==> config.mk <==
export PLATFORM = sky130hd
export DESIGN_NAME = mdma_write_sched
export DESIGN_NICKNAME = d
export VERILOG_FILES = /design/src/rtl/mdma_write_sched.sv
export SDC_FILE = /design/constraint.sdc
export NUM_CORES = 1
export LEC_CHECK = 0
export ABC_AREA = 1
export BUFFER_PORTS_ARGS = -buffer_cell sky130_fd_sc_hd__buf_4
export CAP_MARGIN = 25
export CORE_MARGIN = 2
export CORE_UTILIZATION = 45
export DETAILED_ROUTE_END_ITERATION = 10
export REMOVE_ABC_BUFFERS = 1
export SYNTH_ARGS = -nofsm -noshare
export SYNTH_HDL_FRONTEND = slang
export SYNTH_SLANG_ARGS = --single-unit
==> constraint.sdc <==
create_clock -name aclk -period 5 [get_ports aclk]
set_input_delay 1 -clock aclk [delete_from_list [all_inputs] [get_ports aclk]]
set_output_delay 1 -clock aclk [all_outputs]
set_load 0.05 [all_outputs]
==> src/rtl/mdma_write_sched.sv <==
// mdma_write_sched
// Splits one MDMA write descriptor (start address + beat count) into AXI
// bursts of at most 16 beats that never cross a 4 KB boundary. A burst is
// launched only when the single write engine is free and the write FIFO
// already holds the whole burst. B-channel responses are counted so that
// done is reported only after every issued burst has been acknowledged.
//
// Ports
//   aclk, areset    clock, asynchronous active-high reset
//   start           one-cycle descriptor strobe (looked at only when idle)
//   start_addr      first byte address, 8-byte aligned
//   total_beats     number of 64-bit beats in the descriptor
//   busy            descriptor in progress
//   done            one-cycle completion pulse
//   err             sticky error, set by any non-OKAY bresp
//   eng_valid       one-cycle burst launch strobe to the write engine
//   eng_head_addr   burst start address (holds after the launch)
//   eng_burst_len   burst length 1..16 (holds after the launch)
//   eng_free        write engine idle
//   fifo_level      beats currently held in the write FIFO
//   bvalid, bresp   write response channel (engine keeps bready high)
module mdma_write_sched #(
   parameter int ADDR_W = 32,
   parameter int LEN_W  = 16,
   parameter int LVL_W  = 8
) (
   input  logic              aclk,
   input  logic              areset,
   input  logic              start,
   input  logic [ADDR_W-1:0] start_addr,
   input  logic [LEN_W-1:0]  total_beats,
   output logic              busy,
   output logic              done,
   output logic              err,
   output logic              eng_valid,
   output logic [ADDR_W-1:0] eng_head_addr,
   output logic [4:0]        eng_burst_len,
   input  logic              eng_free,
   input  logic [LVL_W-1:0]  fifo_level,
   input  logic              bvalid,
   input  logic [1:0]        bresp
);

   typedef enum logic [2:0] {
      S_IDLE,
      S_CALC,
      S_ISSUE,
      S_HOLD,
      S_WAIT,
      S_DRAIN
   } state_t;

   state_t            state;
   state_t            next_state;

   logic [ADDR_W-1:0] cur_addr;
   logic [LEN_W-1:0]  remain;
   logic [LEN_W-1:0]  issued;
   logic [LEN_W-1:0]  acked;
   logic [LEN_W-1:0]  acked_next;

   logic [9:0]        to_4k;
   logic [4:0]        calc_len;
   logic [4:0]        cap_len;

   logic              accept;
   logic              zero_done;
   logic              launch;
   logic              finish;
   logic              count_b;
   logic              fifo_ok;

   assign busy = (state != S_IDLE);

   // Responses are counted in every active state; a stray bvalid while idle
   // must not disturb the counters of the next descriptor.
   assign count_b    = bvalid && (state != S_IDLE);
   assign acked_next = acked + LEN_W'(count_b);

   // Beats left before the next 4 KB page: 512 - addr[11:3], range 1..512.
   // The address is beat aligned so bits [2:0] play no part.
   assign to_4k = 10'd512 - {1'b0, cur_addr[11:3]};

   // eng_burst_len already holds the registered length while in ISSUE.
   assign fifo_ok = (32'(fifo_level) >= 32'(eng_burst_len));

   // Burst length is the smallest of: 16, beats to the page end, beats left.
   // Only the low five bits of the wider operands are taken once they are
   // known to be below 16.
   always_comb begin
      cap_len = 5'd16;
      if (to_4k < 10'd16) begin
         cap_len = to_4k[4:0];
      end
      calc_len = cap_len;
      if (remain < LEN_W'(cap_len)) begin
         calc_len = remain[4:0];
      end
   end

   // State register; reset drops straight back to IDLE, even mid-descriptor,
   // because the engine is reset by the same signal.
   always_ff @(posedge aclk or posedge areset) begin
      if (areset) begin
         state <= S_IDLE;
      end else begin
         state <= next_state;
      end
   end

   // Next-state logic plus the single-cycle control strobes. The launch
   // strobe is combinational so the burst leaves in the very cycle the
   // engine and FIFO conditions are met; HOLD follows so the engine's
   // stale eng_free from before the launch is never mistaken for completion.
   // DRAIN looks at acked_next so a response arriving in the DRAIN cycle
   // itself finishes the descriptor without an extra wait cycle.
   always_comb begin
      next_state = state;
      accept     = 1'b0;
      zero_done  = 1'b0;
      launch     = 1'b0;
      finish     = 1'b0;
      case (state)
         S_IDLE: begin
            if (start) begin
               if (total_beats != '0) begin
                  accept     = 1'b1;
                  next_state = S_CALC;
               end else begin
                  zero_done  = 1'b1;
               end
            end
         end
         S_CALC: begin
            next_state = S_ISSUE;
         end
         S_ISSUE: begin
            if (eng_free && fifo_ok) begin
               launch     = 1'b1;
               next_state = S_HOLD;
            end
         end
         S_HOLD: begin
            next_state = S_WAIT;
         end
         S_WAIT: begin
            if (eng_free) begin
               next_state = (remain != '0) ? S_CALC : S_DRAIN;
            end
         end
         S_DRAIN: begin
            if (acked_next == issued) begin
               finish     = 1'b1;
               next_state = S_IDLE;
            end
         end
         default: begin
            next_state = S_IDLE;
         end
      endcase
      eng_valid = launch;
   end

   // Descriptor datapath. A new descriptor reloads the address and beat
   // count and clears the counters and the sticky error; starts arriving
   // while busy never reach here because accept is only raised in IDLE.
   // The burst head address and length are captured in CALC so they are
   // stable through ISSUE and keep their value after the launch, while
   // cur_addr/remain step forward on the launch itself.
   always_ff @(posedge aclk or posedge areset) begin
      if (areset) begin
         cur_addr      <= '0;
         remain        <= '0;
         issued        <= '0;
         acked         <= '0;
         err           <= 1'b0;
         done          <= 1'b0;
         eng_head_addr <= '0;
         eng_burst_len <= '0;
      end else begin
         done <= zero_done || finish;
         if (accept) begin
            cur_addr <= start_addr;
            remain   <= total_beats;
            issued   <= '0;
            acked    <= '0;
            err      <= 1'b0;
         end else begin
            if (state == S_CALC) begin
               eng_burst_len <= calc_len;
               eng_head_addr <= cur_addr;
            end
            if (launch) begin
               cur_addr <= cur_addr + ADDR_W'({eng_burst_len, 3'b000});
               remain   <= remain - LEN_W'(eng_burst_len);
               issued   <= issued + LEN_W'(1);
            end
            if (count_b) begin
               acked <= acked_next;
               if (bresp != 2'b00) begin
                  err <= 1'b1;
               end
            end
         end
      end
   end

endmodule

==> run_results.csv <==
group,metric,value,unit
synthesis,synth-edff-count,0,
cts,postCtsSetupRepairBufs,0,
detailed_routing,drt_iter0_markers,489,
grt,antenna_found_initial,0,
sta,fin_crit_sh,64.31,%
cells_and_area,regArea,3053,sq um
synthesis,synthTopCellsByArea,"dfrtp_1 40%, nand2_1 16%, inv_1 6.2%",
placement,place.gp.congestion,0.8521,
grt,grt_max_degree,76,
sta,max_slew_margin,46.01,%
detailed_routing,vias,7237,
cts,cts_tree,"yes",
cts,cts_resized,0,
synthesis,synth_cells,1071,
sta,max_clock_freq,311.0,MHz
synthesis,synth_ff_type,"dfrtp_1",
floorplan,die_y,134.7,um
floorplan,die_x,134.7,um
power,switching_power,0.002475,W
synthesis,yosysMostFrequentCell,"nand2_1",
synthesis,ys_warn_count,0,
cells_and_area,multiInputGateArea,4003,sq um
detailed_routing,wl_per_cell,14.87,um
cells_and_area,final_cell_area,9291,sq um
synthesis,syn_avg_cell_area,7.178,sq um
sta,drv_slew,0,
status,status,"complete, no violations",
sta,hold_viol,0,
cts,numCtsBuffers,17,
synthesis,yosysTopAreaCell,"dfrtp_1",
sta,setup_tns,0,ns
synthesis,synth_cell_types,42,
floorplan,fp.coreArea,16640,sq um
cells_and_area,diodes,0,
detailed_routing,wl,20850,um
grt,grt_pass1_wl,34640,um
sta,clock_skew,0.007801,ns
synthesis,ys_seq_area_share,39.71,%
placement,dp_hpwl,15060,um
cts,htreeDepth,4,
grt,grt_pass1_vias,6906,
cts,clockBufferDepth,2,
power,swShare,46.19,%
power,pwr-share-comb,46.5,%
worst_setup_path,crit_fanout,2,
power,power_density,576.7,nW/um^2
min_path,worstHoldPathType,"input port to async pin",
detailed_routing,via_per_inst,5.162,
worst_setup_path,cp-start-kind,"input port",
floorplan,start_util,46.19,%
detailed_routing,drcViolationCount,0,
cells_and_area,nFillCells,1631,
power,peakVddDrop,0.2711,mV
synthesis,async_flop_share,100.0,%
detailed_routing,drtAntennaViolNets,0,
synthesis,ys_seq_elements,122,
worst_setup_path,critPathCaptureType,"output port",
job,maxCapViolCount,0,
power,power.leakage,4.528,nW
cells_and_area,drive_gt1_share,14.64,%
sta,finalCriticalPeriod,3.215,ns
cts,clk_pin_slew,0.06,ns
worst_setup_path,crit_arrival,2.22,ns
cells_and_area,area_growth,20.87,%
placement,dpl_cell_area,8647,sq um
cts,cts.sinks,122,
placement,place.port_buffers,103,
floorplan,rows,47,
worst_setup_path,worstSetupPathType,"input port to output port",
cts,hold_buffers,0,
placement,place_inst,1368,
sta,setup_viol,0,
sta,fin_hold_ws,0.4652,ns
sta,grt_setup_unrepaired,"no",
grt,track_usage,24.05,%
cells_and_area,final_cells,1402,
floorplan,io_pins,104,
sta,max_slew.worst_pin.slew,0.8087,ns
synthesis,synth_top_cell_area_share,39.71,%
power,pwr-share-clk,23.2,%
power,pwr-share-seq,30.4,%
detailed_routing,firstDrtPassIters,5,
grt,overflow,0,
cts,cts.root.buffer_cell,"clkbuf_16",
worst_setup_path,worst_ep_required_time,4.00,ns
synthesis,netlist_area,7687,sq um
cells_and_area,layout.nets,1257,
synthesis,synthTopCellsByCount,"324 x nand2_1, 126 x inv_1, 122 x dfrtp_1",
cts,insertion_delay,0.43,ns
power,p_int,0.002883,W
floorplan,die-area,18140,sq um
through the flow:
step | setup WS [ns] | power, W | utilization, %
floorplan | 0.7575 | 0.003351 | -
global placement | 1.659 | 0.004078 | 51.96
detailed placement | 1.666 | 0.004104 | 51.96
CTS | 1.763 | 0.005364 | 55.50
global route | 1.645 | 0.005779 | 55.83
finish | 1.785 | 0.005358 | 55.83
layout make-up:
type / count / share of cell area (%)
multi-input combinational: 786 / 43.08
sequential: 122 / 32.86
timing repair buffer: 112 / 9.480
inverter: 130 / 5.279
clock buffer: 21 / 5.063
tap: 220 / 2.963
clock inverter: 11 / 1.279
per-layer routing:
layer / share of wire [%] / wire length, um / track usage (%)
met1: 49 / 10110 / 34.50
met2: 46 / 9507 / 37.39
met3: 4.9 / 1012 / 4.242
met4: 1.0 / 217 / 6.842
met5: 0 / 0 / 0
logic make-up (layout without fill, tap and decap cells):
logic type	count (synthesis)	after routing	synth area share (%)
flip-flops	122	122	39.71
AND/OR/NAND/NOR	587	587	33.84
buffers and inverters	163	274	8.252
XOR/XNOR	29	29	3.483
adder cells (fa/ha/maj)	25	25	4.264
AO/OA/AOI/OAI	145	145	10.45
state kept, by name, indices dropped and copies added, names as in the netlist:
signal,cells
err,1
remain,16
eng_head_addr,32
acked,16
cur_addr,32
done,1
issued,16
eng_burst_len,5
state,3
path summary, 6_finish.rpt:
kind | from | endpoint | slack [ns] | cells past startpoint
worst max-delay path | fifo_level[0] | eng_valid | 1.78 | 12
worst min-delay path | areset | acked[12] | 0.47 | 2
worst max register to register | state[2] | state[2] | 2.04 | 22
worst min register to register | eng_head_addr[28] | eng_head_addr[28] | 0.48 | 2
max in group asynchronous | areset | eng_burst_len[1] | 3.61 | 4
min in group aclk | eng_head_addr[28] | eng_head_addr[28] | 0.48 | 2
power by group through the flow:
stage	clock network (W)	logic (W)	registers [W]
3_5_place_dp	0	0.00247	0.00164
3_3_place_gp	0	0.00244	0.00164
5_1_grt	0.00131	0.00280	0.00168
4_1_cts	0.00126	0.00248	0.00163
2_1_floorplan	0	0.00140	0.00195
6_report	0.00124	0.00249	0.00163
critical path: stages:
cell	delay, ns
buf_4	0.07
inv_1	0.03
ha_1	0.26
o21ai_1	0.13
a21oi_1	0.07
o21ai_1	0.11
nand2_1	0.07
nand2_1	0.05
nand2_1	0.08
nand3_1	0.12
inv_2	0.04
buf_4	0.18
cell usage in the layout, fill, tap and decap left out, types with 17 or more instances in the layout:
cell       count
buf_4        110
clkbuf_16     17
dfrtp_1      122
ha_1          23
inv_1        124
nand2_1      323
nand3_1       92
nand4_1       27
nor2_1        80
nor3_1        23
o21ai_0       77
xor2_1        26
No activity file was read; power rests on OpenSTA's default activity.
